File: src/rtl/imem_dmem_port_arb_pkg.sv
// ---------------------------------------------------------------------------
// imem_dmem_port_arb_pkg
// Shared definitions for the fetch/data SRAM port arbiter: default bus widths,
// streak counter width and the response tag encoding.
// ---------------------------------------------------------------------------
package imem_dmem_port_arb_pkg;

    localparam int unsigned ADDR_W_DEF = 32;
    localparam int unsigned DATA_W_DEF = 32;
    localparam int unsigned STREAK_W   = 4;

    // Owner of the read data returning from the SRAM in the current cycle.
    typedef enum logic [1:0] {
        RTAG_NONE = 2'd0,
        RTAG_IF   = 2'd1,
        RTAG_DM   = 2'd2
    } rtag_e;

endpackage

File: src/rtl/imem_dmem_port_arb.sv
// ---------------------------------------------------------------------------
// imem_dmem_port_arb
// Shares one single-port, 1-cycle-latency SRAM between instruction fetch and
// the data-memory stage. Data has priority, except that fetch is forced
// through once data has won MAX_STREAK consecutive cycles while fetch waited.
// Read data is steered back by a registered response tag.
//
// Ports:
//   clk, rst_n            clock, synchronous active-low reset
//   if_req/if_addr        fetch read request
//   if_flush              branch redirect: kills fetch grant and fetch response
//   if_gnt                fetch request accepted this cycle
//   if_rvalid/if_rdata    fetch response (1 cycle after grant)
//   dm_req/dm_we/dm_addr/dm_wdata  data request (dm_we == 0 means load)
//   dm_gnt                data request accepted this cycle
//   dm_rvalid/dm_rdata    load response (1 cycle after grant)
//   sram_en/we/addr/wdata SRAM request side
//   sram_rdata            SRAM read data
//   if_stall_req          fetch waiting without flush
// ---------------------------------------------------------------------------
module imem_dmem_port_arb
    import imem_dmem_port_arb_pkg::*;
#(
    parameter int unsigned ADDR_W     = ADDR_W_DEF,
    parameter int unsigned DATA_W     = DATA_W_DEF,
    parameter int unsigned MAX_STREAK = 4
) (
    input  logic                  clk,
    input  logic                  rst_n,
    input  logic                  if_req,
    input  logic [ADDR_W-1:0]     if_addr,
    input  logic                  if_flush,
    output logic                  if_gnt,
    output logic                  if_rvalid,
    output logic [DATA_W-1:0]     if_rdata,
    input  logic                  dm_req,
    input  logic [DATA_W/8-1:0]   dm_we,
    input  logic [ADDR_W-1:0]     dm_addr,
    input  logic [DATA_W-1:0]     dm_wdata,
    output logic                  dm_gnt,
    output logic                  dm_rvalid,
    output logic [DATA_W-1:0]     dm_rdata,
    output logic                  sram_en,
    output logic [DATA_W/8-1:0]   sram_we,
    output logic [ADDR_W-1:0]     sram_addr,
    output logic [DATA_W-1:0]     sram_wdata,
    input  logic [DATA_W-1:0]     sram_rdata,
    output logic                  if_stall_req
);

    localparam logic [STREAK_W-1:0] C_MAX_STREAK = STREAK_W'(MAX_STREAK);

    logic [STREAK_W-1:0] r_streak;
    logic [STREAK_W-1:0] w_streak_nxt;
    rtag_e               r_rtag;
    rtag_e               w_rtag_nxt;

    logic w_fetch_ok;
    logic w_force_if;
    logic w_dm_gnt;
    logic w_if_gnt;

    // Gating with rst_n keeps every grant (and thus sram_en) low during reset.
    assign w_fetch_ok = rst_n & if_req & ~if_flush;
    assign w_force_if = w_fetch_ok & (r_streak == C_MAX_STREAK);
    assign w_dm_gnt   = rst_n & dm_req & ~w_force_if;
    assign w_if_gnt   = w_fetch_ok & ~w_dm_gnt;

    assign dm_gnt       = w_dm_gnt;
    assign if_gnt       = w_if_gnt;
    assign if_stall_req = rst_n & if_req & ~w_if_gnt & ~if_flush;

    // Responses: a read outstanding when reset arrives is dropped, and a
    // flush in the response cycle kills the fetch response.
    assign if_rvalid = rst_n & (r_rtag == RTAG_IF) & ~if_flush;
    assign dm_rvalid = rst_n & (r_rtag == RTAG_DM);
    assign if_rdata  = sram_rdata;
    assign dm_rdata  = sram_rdata;

    always_comb begin
        sram_en    = 1'b0;
        sram_we    = '0;
        sram_addr  = '0;
        sram_wdata = '0;
        if (w_dm_gnt) begin
            sram_en    = 1'b1;
            sram_we    = dm_we;
            sram_addr  = dm_addr;
            sram_wdata = dm_wdata;
        end else if (w_if_gnt) begin
            sram_en   = 1'b1;
            sram_addr = if_addr;
        end
    end

    always_comb begin
        w_rtag_nxt = RTAG_NONE;
        if (w_dm_gnt && (dm_we == '0)) begin
            w_rtag_nxt = RTAG_DM;
        end else if (w_if_gnt) begin
            w_rtag_nxt = RTAG_IF;
        end
    end

    // Counts data wins while fetch is waiting; saturates at MAX_STREAK.
    always_comb begin
        w_streak_nxt = r_streak;
        if (!w_fetch_ok || w_if_gnt) begin
            w_streak_nxt = '0;
        end else if (w_dm_gnt && (r_streak != C_MAX_STREAK)) begin
            w_streak_nxt = r_streak + 1'b1;
        end
    end

    always_ff @(posedge clk) begin
        if (!rst_n) begin
            r_rtag   <= RTAG_NONE;
            r_streak <= '0;
        end else begin
            r_rtag   <= w_rtag_nxt;
            r_streak <= w_streak_nxt;
        end
    end

endmodule

File: config.mk
export PLATFORM = sky130hd
export DESIGN_NAME = imem_dmem_port_arb
export DESIGN_NICKNAME = d
export VERILOG_FILES = /design/src/rtl/imem_dmem_port_arb_pkg.sv /design/src/rtl/imem_dmem_port_arb.sv
export SDC_FILE = /design/constraint.sdc
export NUM_CORES = 1
export LEC_CHECK = 0
export ABC_AREA = 1
export CORE_AREA = 8 8 101 103
export CTS_CLUSTER_SIZE = 8
export DETAILED_ROUTE_END_ITERATION = 10
export DIE_AREA = 0 0 109 111
export PLACE_DENSITY = 0.82
export SYNTH_ARGS = -nofsm -noshare
export SYNTH_HDL_FRONTEND = slang
export SYNTH_SLANG_ARGS = --single-unit
File: constraint.sdc
create_clock -name clk -period 3.1 [get_ports clk]
set_input_delay 0.62 -clock clk [delete_from_list [all_inputs] [get_ports clk]]
set_output_delay 0.62 -clock clk [all_outputs]
set_load 0.01 [all_outputs]
==> results of run 1 <==
-- logic make-up (layout without fill, tap and decap cells) --
group,Yosys count,after routing,synth area share (%)
compound gates,2,2,0.627
xor+xnor,1,1,0.549
fa+ha+maj,2,2,1.57
buf+inv,125,238,46.4
flops,6,6,7.52
simple gates,157,157,43.3
-- synth_stat cells --
cell type,instances
a21oi_1,2
buf_1,2
buf_2,7
buf_4,64
buf_6,3
clkbuf_1,4
dfxtp_1,6
ha_1,2
inv_1,44
inv_2,1
nand2_1,40
nand2_2,2
nand3_1,68
nand4_1,2
nor2_1,44
nor2_4,1
xnor2_1,1
-- layer usage --
| metal | vias up | part of all wire (%) | GRT usage, % |
|---|---|---|---|
| met5 | - | 0 | 0 |
| met4 | 0 | 2.6 | 3.74 |
| met3 | 29 | 9.5 | 3.84 |
| met2 | 105 | 53 | 23.4 |
| met1 | 914 | 35 | 12.8 |
| li1 | 1060 | - | - |
-- per-stage QoR --
step	worst slack (ns)	total power [mW]
2_1_floorplan	1.16	0.262
3_3_place_gp	0.0240	0.421
3_5_place_dp	0.0359	0.425
4_1_cts	0.0205	0.543
5_1_grt	0.00569	0.572
6_report	0.105	0.541
-- sequential cells by signal, indices dropped and copies added, names as in the netlist --
register and count:
r_streak 4, r_rtag 2
-- power by group through the flow --
stage	registers, mW	clock network (mW)	logic [mW]
global route	0.0791	0.121	0.372
CTS	0.0791	0.117	0.347
finish	0.0791	0.115	0.347
global placement	0.0802	0	0.341
detailed placement	0.0803	0	0.345
floorplan	0.0801	0	0.181
-- critical path: cells and delay by family --
kind                   cells  cell delay [ns]
buffers and inverters      4             1.42
and+or+nand+nor            3             0.33
-- worst paths after layout --
kind | start | endpoint | slack, ns | cells past startpoint
min | r_streak[0] | r_streak[0] | 0.49 | 1
min reg2reg | r_streak[0] | r_streak[0] | 0.49 | 1
max reg2reg | r_streak[0] | r_rtag[1] | 1.73 | 8
max | rst_n | sram_wdata[25] | 0.10 | 7
-- timing repair --
action | 4_1_cts | 5_1_grt
resized for setup | 0 | 9
endpoints found under the setup margin | 0 | 19
hold endpoints to repair | 0 | 0
-- cell type report --
class | count | area (um2) | area share, %
clock buffer | 3 | 41.3 | 1.30
inverter | 45 | 169 | 5.32
multi-input combinational | 162 | 741 | 23.3
sequential | 6 | 120 | 3.78
tap | 108 | 135 | 4.26
timing repair buffer | 190 | 1970 | 62.0
==> run metrics, run 1 <==
Antenna Cells=0; Comb pwr share=64.2%; Crit. End Element=output pin; Worst slew margin=81.9%; I/O Buffers=~180; post-route insts no fill=514; hold bufs inserted after CTS=0; fin util=37.1%; Filler Cell Count=887; Ports=275; design area=3180 um2; H-tree levels=1; WL/cell=16.2 um; Startpoint Class=primary input; PwrDens=170 nW/um2; Post-Syn Instances=293; layout cells sized above 1=5.17%; max-cap violation count=0; Overflow after GRT=0; fin crit period=3.00 ns; register area share after synthesis=under 10%; Critical Path RT=between 2 and 2.5 ns; DRC Markers=0; Area Overhead vs Synth=98.9%; Final setup viols=0; Switching Share=28.8%; Iter 0 DRT Violations=90; RSZ-0062 raised after global routing=no; DIE AREA=about 12000 um2; Tightest Pin Transition=0.271 ns; Num CTS Buffers=3; first-pass GRT wire length=12200 um; Critical Path Slowest Stage Cell=clkdlybuf4s50_1; sw power=0.156 mW; critical path class=in2out; Most common cell on crit path=clkdlybuf4s50_1; Pins Over Slew Limit=0; cell-internal power=0.385 mW; GPL Wtd Cong=0.718; Post-CTS Setup Bufs=0; FF+latch count, synth=6; Placed Cells=slightly above 500; Lkg Pwr=between 1.5 and 2 nW; antenna violations before repair=0; sequential power share=14.6%; hold_ws=approximately 0.49 ns; Max IR drop VDD=0.230 mV; clk_skew=0.000738 ns; maximum clock path buffer count=2; Initial Util=a little under a fifth; Avg Inst Size Synth=5.45 um2; largest net degree at the start of global routing=38; Cell Rows=34; commonest non-fill, non-tap cells in the layout=clkdlybuf4s50_1, nand3_1, inv_1, nor2_1, nand2_1; Setup TNS=0 ns; placed wire-length estimate=7030 um; Clock power frac=21.2%; Die X=roughly 110 um; crit-path max FO=18; Layout Nets=547; Synth warnings=0; Final Hold Vio Count=0; worst-path cell chain=clkdlybuf4s50_1 > nand2_1 > inv_2 > nand2_2 > clkbuf_16 > nor2_1 > clkdlybuf4s50_1; post-synthesis cell type count=17; Hold Path Class=reg2reg; CP max stage delay=0.55 ns; DR pass1 iterations=4; All-Layer GR Usage=12.5%; Tcrit/Tclk final=96.6%; CP Data Arrival Time=around 2.4 ns; Mapped Area=1600 um2; DRT antenna net count=0; clock sinks=6; status=finished clean; most common cell after layout, fill and taps aside=clkdlybuf4s50_1; DP Area=3090 um2; clk slew on worst S/H paths=0.04 ns; Skew-Pair Late Insertion Delay=0.22 ns; vias in the first global route=approximately 2200; CTS tree=done; chip height=111 um; mean number of vias per cell=between 4 and 5; Synth Net Count=~430; Yosys top cell area share=a little under a third; DRT Wirelength=~8300 um; main area contributors after synthesis=buf_4, nand3_1, inv_1; root buf cell=clkbuf_8; vias after detailed routing=2108; Max Freq=334 MHz; Core Area=8550 um2; cell taking the most area after synthesis=buf_4
Power figures use the tool's default switching activity.
==> run 2: changes to the inputs <==
clock period = 3.5 ns   (was 3.1 ns; I/O delays follow)
==> run 2 against run 1 <==
Final area decreased by 3.2%. Global-route usage decreased by 0.35 points. Highest routed layer unchanged. Combinational power decreased by 14%. Die area unchanged. Sequential share of layout area increased by 0.12 points. First-iteration DRC count increased by 19%. Worst setup slack improved by 0.14 ns. Power decreased by 14%. Sequential power decreased by 11%. Worst hold slack got worse by 0.0087 ns. Critical path depth unchanged.
==> run metrics, run 2 (same netlist as run 1, synthesis figures left out) <==
Crit. Startpoint=rst_n; I/O Buffers=178; clk slew on worst S/H paths=0.03 ns; root buf cell=clkbuf_8; endpoint of the worst-slack reg-to-reg timing path=r_rtag[1]; Tcrit/Tclk final=around 93%; Layout Nets=544; Antenna Cells=0; antenna violations before repair=0; r2r startpoint=r_streak[0]; Critical Path RT=2.80 ns; Filler Cell Count=901; Max IR drop VDD=0.163 mV; Crit path depth=7; CP Data Arrival Time=2.56 ns; commonest non-fill, non-tap cells in the layout=clkdlybuf4s50_1, nand3_1, inv_1, nor2_1, nand2_1; WL/cell=roughly 16 um; critical path buffer and inverter count=4; Max Freq=roughly 310 MHz; DRC Markers=0; Overflow after GRT=0; chip height=111 um; hold bufs inserted after CTS=0; Crit. End Element=output pin; DRT antenna net count=0; Skew-Pair Late Insertion Delay=0.22 ns; Critical Path Slowest Stage Cell=clkdlybuf4s50_1; Iter 0 DRT Violations=107; post-CTS sizing=0; clk_skew=0.000686 ns; RSZ-0062 raised after global routing=no; H-tree levels=1; critical path class=in2out; clock sinks=6; Lkg Pwr=between 1 and 1.5 nW; Area Overhead vs Synth=92.6%; Hold Path Class=reg2reg; vias after detailed routing=approximately 2100; DR pass1 iterations=4; fin util=36.0%; status=finished clean; FF-to-FF setup slack=2.03 ns; first-pass GRT wire length=11900 um; Worst path top cell family by delay=buffers and inverters; CP max stage delay=0.55 ns; fin crit period=3.26 ns; max reg flops=4; worst-path cell chain=clkdlybuf4s50_1 > nand2_1 > inv_2 > buf_4 > nand3_1 > nand2_1 > clkdlybuf4s50_1; mean number of vias per cell=4.15; largest net degree at the start of global routing=38; Initial Util=18.7%; Cell Rows=34; Die X=109 um; Startpoint Class=primary input; Final setup viols=0; placed wire-length estimate=~6900 um; Tightest Pin Transition=0.310 ns; All-Layer GR Usage=12.2%; Core Area=8550 um2; reg2reg path depth=8; Post-CTS Setup Bufs=0; layout cells sized above 1=3.97%; PwrDens=152 nW/um2; GPL Wtd Cong=0.722; Num CTS Buffers=3; most common cell after layout, fill and taps aside=clkdlybuf4s50_1; Pins Over Slew Limit=0; Worst slew margin=about 79%; Top reg by flops=r_streak; CTS tree=done; DIE AREA=12100 um2; Final Hold Vio Count=0; Ports=275; vias in the first global route=2160; max-cap violation count=0; crit-path max FO=28; worst setup path endpoint=sram_addr[15]; maximum clock path buffer count=2; biggest regs=r_streak x4, r_rtag x2; DRT Wirelength=8010 um; Setup TNS=0 ns
## run 2: routing by layer
| metal | routed length (um) | track usage, % | up-vias |
|---|---|---|---|
| met3 | 895 | 4.13 | 33 |
| met1 | 2710 | 12.4 | 922 |
| li1 | - | - | 1051 |
| met2 | 4140 | 22.2 | 117 |
| met5 | 0 | 0 | - |
| met4 | 266 | 4.20 | 0 |
## run 2: worst min path at each step
stage	start	end	slack, ns	cells past startpoint
after floorplan	r_streak[0]	r_streak[0]	0.44	1
after global placement	r_streak[0]	r_streak[0]	0.46	1
after detailed placement	r_streak[0]	r_streak[0]	0.47	1
after CTS	r_streak[0]	r_streak[0]	0.48	1
after global routing	r_streak[0]	r_streak[0]	0.51	1
final	r_streak[0]	r_streak[0]	0.48	1
## run 2: power breakdown
part	switching, mW	leakage (nW)	internal [mW]
sequential	0.000534	0.0485	0.0696
combinational	0.107	1.35	0.191
clock	0.0255	0.0216	0.0735
total	0.133	1.42	0.334
## run 2: per-stage QoR
step	cells	instance area (um2)	setup slack [ns]	total power, mW	hold WS [ns]
6_report	511	3080	0.243	0.467	0.482
3_5_place_dp	508	3030	0.207	0.371	0.474
2_1_floorplan	293	1600	1.40	0.232	0.441
5_1_grt	511	3080	0.0665	0.499	0.512
4_1_cts	511	3080	0.208	0.474	0.482
3_3_place_gp	508	3030	0.210	0.367	0.457
## run 2: layout make-up
cell class | count | area [um2] | area share, %
tap | 108 | 135 | 4.39
multi-input combinational | 162 | 736 | 23.9
sequential | 6 | 120 | 3.91
inverter | 45 | 169 | 5.49
clock buffer | 3 | 41.3 | 1.34
timing repair buffer | 187 | 1870 | 60.9
==> run 3: changes to the inputs <==
CORE_AREA = default   (was 8 8 101 103)
CORE_ASPECT_RATIO = 0.5   (was default)
CORE_MARGIN = 8   (was default)
CORE_UTILIZATION = 23   (was default)
DIE_AREA = default   (was 0 0 109 111)
GPL_TIMING_DRIVEN = 0   (was default)
PLACE_DENSITY = 0.95   (was 0.82)
==> run 3 against run 2 <==
Highest routed layer unchanged. Final area up 37%. Worst setup slack got worse by 0.056 ns. Critical endpoint is now sram_wdata[16]. First-iteration DRC count grew 37%. Wire length rose by 30%.
==> run metrics, run 3 (same netlist as run 1, synthesis figures left out) <==
Num CTS Buffers=3; DRC Markers=0; critical path class=in2out; CP Data Arrival Time=2.61 ns; Lkg Pwr=~2 nW; Filler Cell Count=between 500 and 600; status=finished clean; fin crit period=3.31 ns; vias after detailed routing=2602; DIE AREA=10000 um2; mean number of vias per cell=4.13; Setup WS post-layout=between 0.15 and 0.2 ns; H-tree levels=1; Area Overhead vs Synth=164%; Startpoint Class=primary input; DR pass1 iterations=4; Crit. End Element=output pin; placed wire-length estimate=9520 um; DRT antenna net count=0; clk_skew=0.00319 ns; Top reg by flops=r_streak; antenna violations before repair=0; CTS tree=done; Pins Over Slew Limit=0; fin util=63.0%; Hold Path Class=reg2reg; Cell Rows=21; vias in the first global route=2566; most common cell after layout, fill and taps aside=clkdlybuf4s50_1; Ports=275; clk slew on worst S/H paths=0.03 ns; GPL Wtd Cong=0.837; RSZ-0062 raised after global routing=no; Layout Nets=679; commonest non-fill, non-tap cells in the layout=clkdlybuf4s50_1, nand3_1, buf_4; Core Area=6700 um2; crit-path max FO=10; Tightest Pin Transition=between 0.2 and 0.25 ns; WL/cell=16.6 um; Placed Cells=627; I/O Buffers=242; layout cells sized above 1=16.2%; PwrDens=168 nW/um2; Iter 0 DRT Violations=147; first-pass GRT wire length=14700 um; root buf cell=clkbuf_16; Max Freq=302 MHz; DRT Wirelength=10500 um; Die X=between 100 and 150 um; Overflow after GRT=0; Initial Util=23.8%; biggest regs=r_streak x4, r_rtag x2; max-cap violation count=0; chip height=74.9 um; Setup TNS=0 ns; maximum clock path buffer count=2; Place WS=0.0455 ns; clock sinks=6; post-route insts no fill=630; hold bufs inserted after CTS=0; Worst slew margin=a little under nine tenths; Final Hold Vio Count=0; Final setup viols=0; Max IR drop VDD=0.155 mV; All-Layer GR Usage=18.8%; hold_ws=0.480 ns; Antenna Cells=0; largest net degree at the start of global routing=11; max reg flops=4; Critical Path RT=around 2.8 ns; Skew-Pair Late Insertion Delay=approximately 0.23 ns; Tcrit/Tclk final=about 95%
==> run 3: worst max-delay path, cell delays in order <==
cell             delay, ns
clkdlybuf4s50_1       0.56
nand2_2               0.09
nor2_4                0.20
nand2_2               0.13
nand2_1               0.11
buf_6                 0.15
buf_6                 0.14
nor2_1                0.05
clkdlybuf4s50_1       0.49
==> run 3: routing by layer <==
metal / vias to the layer above / track usage [%] / wire [um]
met5: - / 0 / 0
met4: 0 / 5.18 / 222
met3: 16 / 3.26 / 544
met2: 71 / 39.3 / 6230
met1: 1191 / 19.2 / 3460
li1: 1324 / - / -
==> run 3: power by group <==
group | total [mW] | internal [mW] | switching [mW]
Sequential | 0.0700 | 0.0696 | 0.000472
Clock | 0.183 | 0.146 | 0.0363
Combinational | 0.458 | 0.299 | 0.159
==> run 3: repair_timing <==
action | in CTS | in global routing
buffers inserted | 0 | 0
hold endpoints to repair | 0 | 0
setup endpoints to repair | 0 | 22
gates resized for setup | 0 | 11
==> run 3: layout make-up <==
cell class                      count  area [um2]  area share, %
Sequential cell                     6         120           2.85
Timing Repair Buffer              242        2420           57.4
Inverter                           45         169           4.00
Multi-Input combinational cell    162         736           17.4
Clock buffer                        3        75.1           1.78
Tap cell                           92         115           2.73
Buffer                             80         582           13.8
==> run 3: stage by stage <==
stage	cell area [um2]	power (mW)
after detailed placement	4130	0.530
after global routing	4220	0.747
final	4220	0.711
after CTS	4210	0.717
after global placement	4130	0.521
after floorplan	1600	0.232
==> run 3: path summary, 6_finish.rpt <==
path	slack [ns]	to	cells after the start	startpoint
worst max-delay path	0.19	sram_wdata[16]	9	rst_n
worst min-delay path	0.48	r_streak[0]	1	r_streak[0]
worst max register to register	2.18	r_rtag[1]	8	r_streak[0]
worst min register to register	0.48	r_streak[0]	1	r_streak[0]
